--- src/rtl/load_store_unit_pkg.sv ---
// ---------------------------------------------------------------------------
// load_store_unit_pkg
// Shared CPU definitions for the load/store path. The memory controller
// imports the same package, so both sides agree on these definitions:
//   - bit positions of the ls_op fields {rw, width[1:0], sign}
//   - access width encodings (W/H/B/illegal)
//   - error cause codes
//   - the LSU state type
//   - helper functions for alignment checks, byte enables and lane
//     replication of store data
// ---------------------------------------------------------------------------
package load_store_unit_pkg;

    localparam int OP_RW_BIT    = 3;
    localparam int OP_WIDTH_MSB = 2;
    localparam int OP_WIDTH_LSB = 1;
    localparam int OP_SIGN_BIT  = 0;

    typedef enum logic [1:0] {
        WIDTH_W   = 2'b00,
        WIDTH_H   = 2'b01,
        WIDTH_B   = 2'b10,
        WIDTH_ILL = 2'b11
    } width_e;

    typedef enum logic [1:0] {
        CAUSE_NONE     = 2'b00,
        CAUSE_MISALIGN = 2'b01,
        CAUSE_TIMEOUT  = 2'b10,
        CAUSE_ILLEGAL  = 2'b11
    } cause_e;

    typedef enum logic [1:0] {
        ST_IDLE = 2'b00,
        ST_REQ  = 2'b01,
        ST_WAIT = 2'b10,
        ST_RESP = 2'b11
    } lsu_state_e;

    // Halfwords need an even address and words need a word-aligned address.
    // Bytes can never be misaligned.
    function automatic logic is_misaligned(input width_e width, input logic [1:0] offset);
        logic misaligned;
        case (width)
            WIDTH_W: misaligned = (offset != 2'b00);
            WIDTH_H: misaligned = offset[0];
            default: misaligned = 1'b0;
        endcase
        return misaligned;
    endfunction

    function automatic logic [3:0] byte_enables(input width_e width, input logic [1:0] offset);
        logic [3:0] be;
        case (width)
            WIDTH_B: be = 4'b0001 << offset;
            WIDTH_H: be = 4'b0011 << offset;
            default: be = 4'b1111;
        endcase
        return be;
    endfunction

    // Copy the store data onto every lane. The byte enables then select the
    // lane the memory actually writes.
    function automatic logic [31:0] lane_replicate(input width_e width, input logic [31:0] data);
        logic [31:0] rep;
        case (width)
            WIDTH_B: rep = {4{data[7:0]}};
            WIDTH_H: rep = {2{data[15:0]}};
            default: rep = data;
        endcase
        return rep;
    endfunction

endpackage

--- src/rtl/load_store_unit_align.sv ---
// ---------------------------------------------------------------------------
// load_align
// Combinational read-lane extraction for loads. The addressed byte or
// halfword is shifted down to bit 0, then zero- or sign-extended.
// Ports:
//   i_word   [31:0]  raw word returned by memory
//   i_offset [1:0]   byte offset within the word (address bits [1:0])
//   i_width          access width (W/H/B)
//   i_sign           1 = sign-extend B/H results
//   o_data   [31:0]  aligned, extended load result
// ---------------------------------------------------------------------------
module load_align
    import load_store_unit_pkg::*;
(
    input  logic [31:0] i_word,
    input  logic [1:0]  i_offset,
    input  width_e      i_width,
    input  logic        i_sign,
    output logic [31:0] o_data
);

    logic [31:0] w_shifted;

    always_comb begin
        w_shifted = i_word >> {i_offset, 3'b000};
        case (i_width)
            WIDTH_B: o_data = {{24{i_sign & w_shifted[7]}},  w_shifted[7:0]};
            WIDTH_H: o_data = {{16{i_sign & w_shifted[15]}}, w_shifted[15:0]};
            default: o_data = w_shifted;
        endcase
    end

endmodule

--- src/rtl/load_store_unit.sv ---
// ---------------------------------------------------------------------------
// load_store_unit
// Turns single core load/store requests into bus transactions on a
// request/grant + read-valid memory interface.
// Parameter:
//   TIMEOUT_CYCLES  maximum number of WAIT cycles without mem_rvalid before a
//                   load aborts with a timeout error
// Ports:
//   clk_cpu, reset_n          clock; asynchronous active-low reset
//   ls_valid/ls_ready         core request handshake (ready only in IDLE)
//   ls_op[3:0]                {rw, width[1:0], sign}
//   ls_adrs, ls_wdata         byte address and right-justified store data
//   ls_done                   one-cycle completion pulse
//   ls_rdata, ls_err,
//   ls_err_cause              result, valid while ls_done=1
//   mem_req/mem_gnt           bus request held until granted
//   mem_we, mem_adrs, mem_be,
//   mem_wdata                 bus command, driven only while requesting
//   mem_rvalid, mem_rdata     read response
// ---------------------------------------------------------------------------
module load_store_unit
    import load_store_unit_pkg::*;
#(
    parameter int TIMEOUT_CYCLES = 16
) (
    input  logic        clk_cpu,
    input  logic        reset_n,
    input  logic        ls_valid,
    output logic        ls_ready,
    input  logic [3:0]  ls_op,
    input  logic [31:0] ls_adrs,
    input  logic [31:0] ls_wdata,
    output logic        ls_done,
    output logic [31:0] ls_rdata,
    output logic        ls_err,
    output logic [1:0]  ls_err_cause,
    output logic        mem_req,
    input  logic        mem_gnt,
    output logic        mem_we,
    output logic [29:0] mem_adrs,
    output logic [3:0]  mem_be,
    output logic [31:0] mem_wdata,
    input  logic        mem_rvalid,
    input  logic [31:0] mem_rdata
);

    localparam int CNT_W = $clog2(TIMEOUT_CYCLES + 1);

    lsu_state_e       r_state;
    lsu_state_e       w_state_next;
    logic [3:0]       r_op;
    logic [31:0]      r_adrs;
    logic [31:0]      r_wdata;
    logic [31:0]      r_rword;
    logic [CNT_W-1:0] r_cnt;
    logic             r_err;
    cause_e           r_cause;

    width_e           w_in_width;
    width_e           w_width;
    logic             w_in_illegal;
    logic             w_in_misal;
    logic             w_accept;
    logic             w_capture;
    logic             w_timeout;
    logic             w_in_req;
    logic             w_in_resp;
    logic             w_is_store;
    logic [31:0]      w_load_data;

    assign w_in_width   = width_e'(ls_op[OP_WIDTH_MSB:OP_WIDTH_LSB]);
    assign w_in_illegal = (w_in_width == WIDTH_ILL);
    assign w_in_misal   = is_misaligned(w_in_width, ls_adrs[1:0]);
    assign w_width      = width_e'(r_op[OP_WIDTH_MSB:OP_WIDTH_LSB]);
    assign w_is_store   = r_op[OP_RW_BIT];

    always_comb begin
        w_state_next = r_state;
        w_accept     = 1'b0;
        w_capture    = 1'b0;
        w_timeout    = 1'b0;
        case (r_state)
            ST_IDLE: begin
                if (ls_valid) begin
                    w_accept     = 1'b1;
                    // Bad requests skip the bus and report the error directly.
                    w_state_next = (w_in_illegal || w_in_misal) ? ST_RESP : ST_REQ;
                end
            end
            ST_REQ: begin
                if (mem_gnt) begin
                    w_state_next = w_is_store ? ST_RESP : ST_WAIT;
                end
            end
            ST_WAIT: begin
                // Data that arrives in the last allowed cycle still wins over the timeout.
                if (mem_rvalid) begin
                    w_capture    = 1'b1;
                    w_state_next = ST_RESP;
                end else if (r_cnt == CNT_W'(TIMEOUT_CYCLES - 1)) begin
                    w_timeout    = 1'b1;
                    w_state_next = ST_RESP;
                end
            end
            ST_RESP: w_state_next = ST_IDLE;
            default: w_state_next = ST_IDLE;
        endcase
    end

    always_ff @(posedge clk_cpu or negedge reset_n) begin
        if (!reset_n) begin
            r_state <= ST_IDLE;
        end else begin
            r_state <= w_state_next;
        end
    end

    always_ff @(posedge clk_cpu or negedge reset_n) begin
        if (!reset_n) begin
            r_op    <= '0;
            r_adrs  <= '0;
            r_wdata <= '0;
            r_rword <= '0;
            r_cnt   <= '0;
            r_err   <= 1'b0;
            r_cause <= CAUSE_NONE;
        end else begin
            if (w_accept) begin
                r_op    <= ls_op;
                r_adrs  <= ls_adrs;
                r_wdata <= ls_wdata;
                r_rword <= '0;
                r_err   <= w_in_illegal | w_in_misal;
                r_cause <= w_in_illegal ? CAUSE_ILLEGAL :
                           (w_in_misal  ? CAUSE_MISALIGN : CAUSE_NONE);
            end
            if (w_capture) begin
                r_rword <= mem_rdata;
            end
            if (w_timeout) begin
                r_err   <= 1'b1;
                r_cause <= CAUSE_TIMEOUT;
            end
            // The counter runs only in WAIT, so it is zero when WAIT is entered.
            if (r_state == ST_WAIT) begin
                r_cnt <= r_cnt + CNT_W'(1);
            end else begin
                r_cnt <= '0;
            end
        end
    end

    load_align u_load_align (
        .i_word   (r_rword),
        .i_offset (r_adrs[1:0]),
        .i_width  (w_width),
        .i_sign   (r_op[OP_SIGN_BIT]),
        .o_data   (w_load_data)
    );

    assign w_in_req  = (r_state == ST_REQ);
    assign w_in_resp = (r_state == ST_RESP);

    // Bus command fields are zero outside REQ, so the bus idles at a clean state.
    assign ls_ready     = (r_state == ST_IDLE);
    assign mem_req      = w_in_req;
    assign mem_we       = w_in_req & w_is_store;
    assign mem_adrs     = w_in_req ? r_adrs[31:2] : '0;
    assign mem_be       = w_in_req ? byte_enables(w_width, r_adrs[1:0]) : '0;
    assign mem_wdata    = (w_in_req && w_is_store) ? lane_replicate(w_width, r_wdata) : '0;

    assign ls_done      = w_in_resp;
    assign ls_err       = w_in_resp & r_err;
    assign ls_err_cause = w_in_resp ? r_cause : CAUSE_NONE;
    assign ls_rdata     = (w_in_resp && !r_err && !w_is_store) ? w_load_data : '0;

endmodule

--- config.mk ---
export PLATFORM = sky130hd
export DESIGN_NAME = load_store_unit
export DESIGN_NICKNAME = d
export VERILOG_FILES = /design/src/rtl/load_store_unit_pkg.sv /design/src/rtl/load_store_unit_align.sv /design/src/rtl/load_store_unit.sv
export SDC_FILE = /design/constraint.sdc
export NUM_CORES = 1
export LEC_CHECK = 0
export BUFFER_PORTS_ARGS = -buffer_cell sky130_fd_sc_hd__buf_2
export CAP_MARGIN = 20
export CORE_UTILIZATION = 30
export CTS_CLUSTER_SIZE = 24
export DETAILED_ROUTE_END_ITERATION = 6
export PLACE_DENSITY = 0.6
export SLEW_MARGIN = 20
export SYNTH_ARGS = -nofsm -noshare
export SYNTH_HDL_FRONTEND = slang
export SYNTH_HIERARCHICAL = 1
export SYNTH_SLANG_ARGS = --single-unit
--- constraint.sdc ---
create_clock -name clk_cpu -period 3.5 [get_ports clk_cpu]
set_input_delay 0.35 -clock clk_cpu [delete_from_list [all_inputs] [get_ports clk_cpu]]
set_output_delay 0.35 -clock clk_cpu [all_outputs]
set_load 0.01 [all_outputs]
==> results of run 1 <==
[worst paths after layout]
kind | from | end | cells after the start
worst max-delay path | r_adrs[0] | ls_rdata[30] | 5
min in group clk_cpu | ls_adrs[14] | r_adrs[14] | 3
worst max register to register | r_state[0] | r_wdata[28] | 5
max in group asynchronous | reset_n | r_wdata[26] | 2
worst min-delay path | reset_n | r_cause[0] | 1
worst min register to register | r_cnt[0] | r_cnt[0] | 1
[worst register-to-register path: cells and delay by family (launching register included)]
kind | cells | cell delay [ns]
flops | 1 | 0.43
fa+ha+maj | 1 | 0.24
simple gates | 1 | 0.57
compound gates | 1 | 0.15
buf+inv | 2 | 0.60
[final cells by class]
| type | instances | area, um^2 |
|---|---|---|
| Fill cell | 2103 | 12100 |
| Multi-Input combinational cell | 492 | 2910 |
| Sequential cell | 110 | 2750 |
| Timing Repair Buffer | 218 | 1130 |
| Tap cell | 265 | 332 |
| Clock buffer | 9 | 225 |
| Inverter | 26 | 97.6 |
| Clock inverter | 6 | 62.6 |
| Antenna cell | 2 | 5.00 |
[metal layers]
metal | share of wire (%) | GRT usage (%) | vias to the layer above
met4 | 1.3 | 5.04 | 0
met5 | 0 | 0 | -
met3 | 8.9 | 6.26 | 13
met1 | 44 | 22.3 | 2498
met2 | 46 | 28.3 | 197
li1 | - | - | 2613
[metrics by stage]
| stage | cell area [um^2] | power (uW) | cells | hold slack, ns | setup slack [ns] |
|---|---|---|---|---|---|
| 3_3_place_gp | 7220 | 5360 | 1111 | 0.451 | 1.09 |
| 5_1_grt | 7510 | 6940 | 1127 | 0.0991 | 0.469 |
| 3_5_place_dp | 7220 | 5410 | 1111 | 0.455 | 1.08 |
| 6_report | 7520 | 6400 | 1128 | 0.0360 | 0.626 |
| 2_1_floorplan | 6060 | 4510 | 677 | 0.0544 | 1.44 |
| 4_1_cts | 7510 | 6480 | 1126 | 0.0662 | 0.671 |
[flip-flops by register name (all words and copies together), names as in the netlist]
name / flops
r_err: 1
r_wdata: 32
r_op: 4
r_cause: 2
r_adrs: 32
r_rword: 32
r_cnt: 5
r_state: 2
[cell usage in the layout (no fill, tap or decap), types with 9 or more instances in the layout]
cell         n
buf_2      208
nand2_1    203
dfrtp_1    110
and2_1      69
a22o_1      32
inv_1       25
o21ai_0     19
mux2i_1     17
a21oi_1     16
o21ai_1     16
nor2_1      15
o211ai_1    14
ha_1        11
and3_1       9
clkbuf_16    9
buf_4        9
[cells by family (layout without fill, tap and decap cells)]
logic type,Yosys count,after routing
compound gates,132,132
flops,110,110
simple gates,320,320
other cells,0,2
xor+xnor,2,2
mux,27,27
buf+inv,75,259
fa+ha+maj,11,11
[power breakdown]
group | total (uW) | switching (uW) | internal (uW)
Clock | 1030 | 531 | 502
Combinational | 3000 | 1710 | 1290
Sequential | 2370 | 515 | 1850
Total | 6400 | 2760 | 3640
==> qor.txt, run 1 <==
Status = finished, final reports clean
CTS sink count = 110
CTS max path bufs = 2
Synth top cells by count = nand2_1 (204), dfrtp_1 (110), and2_1 (70)
Detail Placement HPWL = 13.0 mm
Post-synthesis mux area share = 4.85%
P per Cell Area = 851 mW/mm^2
Post-synth cell types = 47
Worst Clk Skew = 0.0101 ns
IO Pins = 210
Slew Viols, Final = 0
Drt drc = 0
Post-synthesis sequential area ratio = 45.4%
Crit path cell chain = mux2i_1 > o21a_1 > o211ai_1 > and2_1 > buf_2
Inserted Clock Buffers = 9
Post-synth ARST share = 100%
Synth Area in XOR/XNOR = 0.289%
Adder-cell share of the synthesized area = 2.27%
Initial core utilization = 30.8%
Worst-skew pair later-pin latency = 0.36 ns
RD Place Congestion = 0.826
Vias/cell = 4.72
CTS tree = built
Achievable Freq = 348 MHz
Min cycle time layout = 2.87 ns
Synth Area in Compound Gates = 15.9%
Worst-path fanout max = 18
Hold crit path type = input pin to async pin
Row cnt = 51
CTS Hold Bufs = 0
Vias = 5321
#FFs+latches synth = 110
Total number of yosys warnings = 6
Initial antenna violation count = 2
Mapped Area = 0.00606 mm^2
Antenna viol nets, final = 0
Leak = 0.00403 uW
Synth top area cells = dfrtp_1 (45%), nand2_1 (13%), and2_1 (7.2%), a22o_1 (4.6%), mux2i_1 (2.8%)
RSZ-0062 raised after global routing = false
Most numerous cell in the Yosys netlist = nand2_1
Die footprint = 0.0208 mm^2
Syn_nets = 793
Final period util = 82.1%
Fin nets = 973
Root Driver = clkbuf_16
Clock Pin Slew Worst Setup and Hold Paths = 0.08 ns
Hold Fails Final Rpt = 0
Top cell family by delay on the critical path = flip-flops
Yosys top cell area share = 45.4%
TNS Setup = 0 ns
Post-CTS Setup Inserts = 0
Startpoint types = flip-flop
WP data arrival = 2.52 ns
All-Layer GR Usage = 17.7%
Layout area overhead = 24.1%
Fin util = 38.2%
Worst slew pin tran = 0.764 ns
Share of cells above drive strength 1 = 30.0%
Reg2Reg Setup Slack = 1.38 ns
Final WL = 18.1 mm
Critical path buffers and inverters = 1
Post-synth EDFFs = 0
Largest net degree at the start of global routing = 57
Resized cells post-CTS = 0
Drt first-iter violations = 221
Grt ovf = 0
Die width = 144 um
Critical path required time = 3.15 ns
Wire per inst = 16.1 um
Largest family of logic cells by synthesized area = simple AND/OR/NAND/NOR gates
IO Port Bufs = 209
Setup CP Type = flip-flop to output port
Post-synthesis simple-gate area fraction = 24.7%
Critical path capture point type = output port
Drt first pass iters = 4
Vias in the first global route = 5197
Die height = 144 um
Cell count after synthesis = 677
Slowest CP cell = dfrtp_1
CORE AREA = 0.0197 mm^2
VDD IR-drop max = 0.331 mV
Primary FF master, synth = dfrtp_1
Max-Cap Viols = 0
Setup violations, final = 0
Max incr delay on CP = 0.85 ns
First-pass GRT wire length = 27.9 mm
Mean post-synth cell area = 8.95 um^2
Max_slew headroom = 49.1%
Cell taking the most area after synthesis = dfrtp_1
H-tree depth = 3
(Power assumes the default switching activity.)
==> run 2, diff against run 1 <==
Settings changed: ABC_AREA set to 1, PLACE_DENSITY 0.6 to 0.59.
Clock period 3.5 ns to 2.7 ns, I/O delays scaled along.
==> run 2 against run 1 <==
Effect of this change:
- sequential share of layout area fell by 2.2 points
- synthesized cell count rose by 37%
- worst hold slack improved by 0.056 ns
- design area rose by 6.4%
- clock-buffer cell count did not move
- critical path type unchanged
- critical endpoint is now ls_rdata[28]
==> qor.txt, run 2 <==
Status = finished, final reports clean
R2r startpoint = r_state[0]
RSZ-0062 raised after global routing = false
All-Layer GR Usage = 18.1%
Cell count after synthesis = 927
Total number of yosys warnings = 6
Mapped Area = 0.00641 mm^2
P per Cell Area = 1110 mW/mm^2
Vias in the first global route = 5923
Wire per inst = 14.1 um
Initial antenna violation count = 4
Hold Fails Final Rpt = 0
Max-Cap Viols = 0
Drt drc = 0
Detail Placement HPWL = 14.0 mm
Layout area overhead = 24.7%
Hold Path Origin = ls_adrs[14]
RD Place Congestion = 0.889
Setup WS pre-CTS = 0.447 ns
Commonest non-fill, non-tap cell in the layout = nand2_1
Die height = 148 um
Initial core utilization = 30.6%
WP data arrival = 2.22 ns
Antenna viol nets, final = 0
Worst-path fanout max = 15
Row cnt = 53
IO Port Bufs = 209
Leak = 0.00481 uW
Crit path cell chain = ha_1 > inv_1 > nand2_1 > nor2_1 > nand3_2 > buf_4 > nand3_2 > inv_1 > nor2_1 > buf_2
Synth top area cells = dfrtp_1 (43%), nand2_1 (20%), nand3_1 (7.4%), inv_1 (6.2%), nor2_1 (4.9%)
Most frequent cells in the layout = nand2_1 (349), buf_2 (208), dfrtp_1 (110), inv_1 (106), nand3_1 (95)
Cell taking the most area after synthesis = dfrtp_1
Post-synthesis sequential area ratio = 42.9%
#FFs+latches synth = 110
Clock Pin Slew Worst Setup and Hold Paths = 0.09 ns
Post-synth EDFFs = 0
Post-synth ARST share = 100%
Worst-skew pair later-pin latency = 0.36 ns
Critical path buffers and inverters = 4
Slew Viols, Final = 0
Min cycle time layout = 2.49 ns
Achievable Freq = 402 MHz
Mean post-synth cell area = 6.92 um^2
Setup CP Type = flip-flop to output port
Post-synth cell types = 27
Vias/cell = 4.55
Slowest CP cell = dfrtp_1
Syn_nets = 1043
Final WL = 19.6 mm
Top cell family by delay on the critical path = simple AND/OR/NAND/NOR gates
Fillers = 2289
Share of cells above drive strength 1 = 24.2%
CORE AREA = 0.0210 mm^2
Inserted Clock Buffers = 9
CTS tree = built
H-tree depth = 3
VDD IR-drop max = 0.398 mV
CP Launch Point = r_op[2]
Worst slew pin tran = 0.785 ns
TNS Setup = 0 ns
Fin worst setup slack = 0.213 ns
Final period util = 92.1%
Drt first-iter violations = 401
Synth top cells by count = nand2_1 (349), dfrtp_1 (110), inv_1 (106)
Die width = 148 um
Setup violations, final = 0
Worst Clk Skew = 0.0115 ns
Startpoint types = flip-flop
Grt ovf = 0
Yosys top cell area share = 42.9%
Max incr delay on CP = 0.43 ns
Largest registers = r_adrs (32), r_rword (32), r_wdata (32)
IO Pins = 210
Critical path capture point type = output port
First-pass GRT wire length = 31.1 mm
Fin nets = 1224
Max_slew headroom = 47.7%
Vias = 6319
Multi-input gate area = 0.00293 mm^2
Die footprint = 0.0220 mm^2
Reg area = 0.00275 mm^2
Root Driver = clkbuf_16
Hold crit path type = input pin to flip-flop
CTS sink count = 110
Critical path required time = 2.43 ns
CTS max path bufs = 2
Primary FF master, synth = dfrtp_1
Drt first pass iters = 5
Most numerous cell in the Yosys netlist = nand2_1
Largest net degree at the start of global routing = 91
run 2: final timing paths:
kind	endpoint	slack, ns	cells after the start
max in group asynchronous	r_wdata[4]	1.51	3
min reg2reg	r_cnt[0]	0.47	1
min in group asynchronous	r_adrs[31]	0.52	2
max reg2reg	r_rword[13]	0.81	5
min	r_adrs[14]	0.09	3
max	ls_rdata[28]	0.21	10
run 2: layout make-up:
class,instances,area share [%]
well taps,275,4.30
clock buffers,9,2.82
diodes,1,0.0313
flip-flops and latches,110,34.4
multi-input cells,650,36.6
inverters,111,5.26
clock inverters,7,1.22
repair buffers,226,15.4
run 2: cell families (layout without fill, tap and decap cells):
logic type | after synthesis | after routing | synth area share (%)
AO/OA/AOI/OAI | 87 | 87 | 6.83
adder cells (fa/ha/maj) | 11 | 11 | 2.15
buffers and inverters | 168 | 353 | 11.8
flip-flops | 110 | 110 | 42.9
other | 0 | 1 | 0
AND/OR/NAND/NOR | 551 | 552 | 36.3
run 2: per-stage QoR:
step	power, uW	util, %	area, um^2	cells	hold slack, ns
2_1_floorplan	6080	-	6410	927	-0.0256
3_3_place_gp	7330	36.4	7630	1369	0.399
3_5_place_dp	7370	36.4	7630	1369	0.399
4_1_cts	8880	38.0	7960	1386	0.0740
5_1_grt	9690	38.1	7990	1388	0.0787
6_report	8870	38.2	8000	1389	0.0917
run 2: power by group:
part,internal (uW),switching (uW)
sequential,2390,580
clock,754,705
combinational,1530,2910
run 2: tightest hold or removal path, stage by stage:
cell     delay [ns]
buf_2          0.08
nand2_1        0.04
nand2_1        0.04
run 2: routing by layer:
layer | vias up | track usage (%) | share of wire, %
met1 | 2844 | 23.8 | 45
met3 | 21 | 5.34 | 8.8
met4 | 4 | 5.72 | 1.5
met2 | 232 | 28.4 | 45
li1 | 3218 | - | -
met5 | - | 0 | 0.14
run 2: repair_timing:
action / CTS / global route
hold endpoints to repair: 16 / 0
hold buffers: 1 / 0
endpoints found under the setup margin: 0 / 18
buffers inserted: 0 / 1
gates resized for setup: 0 / 3
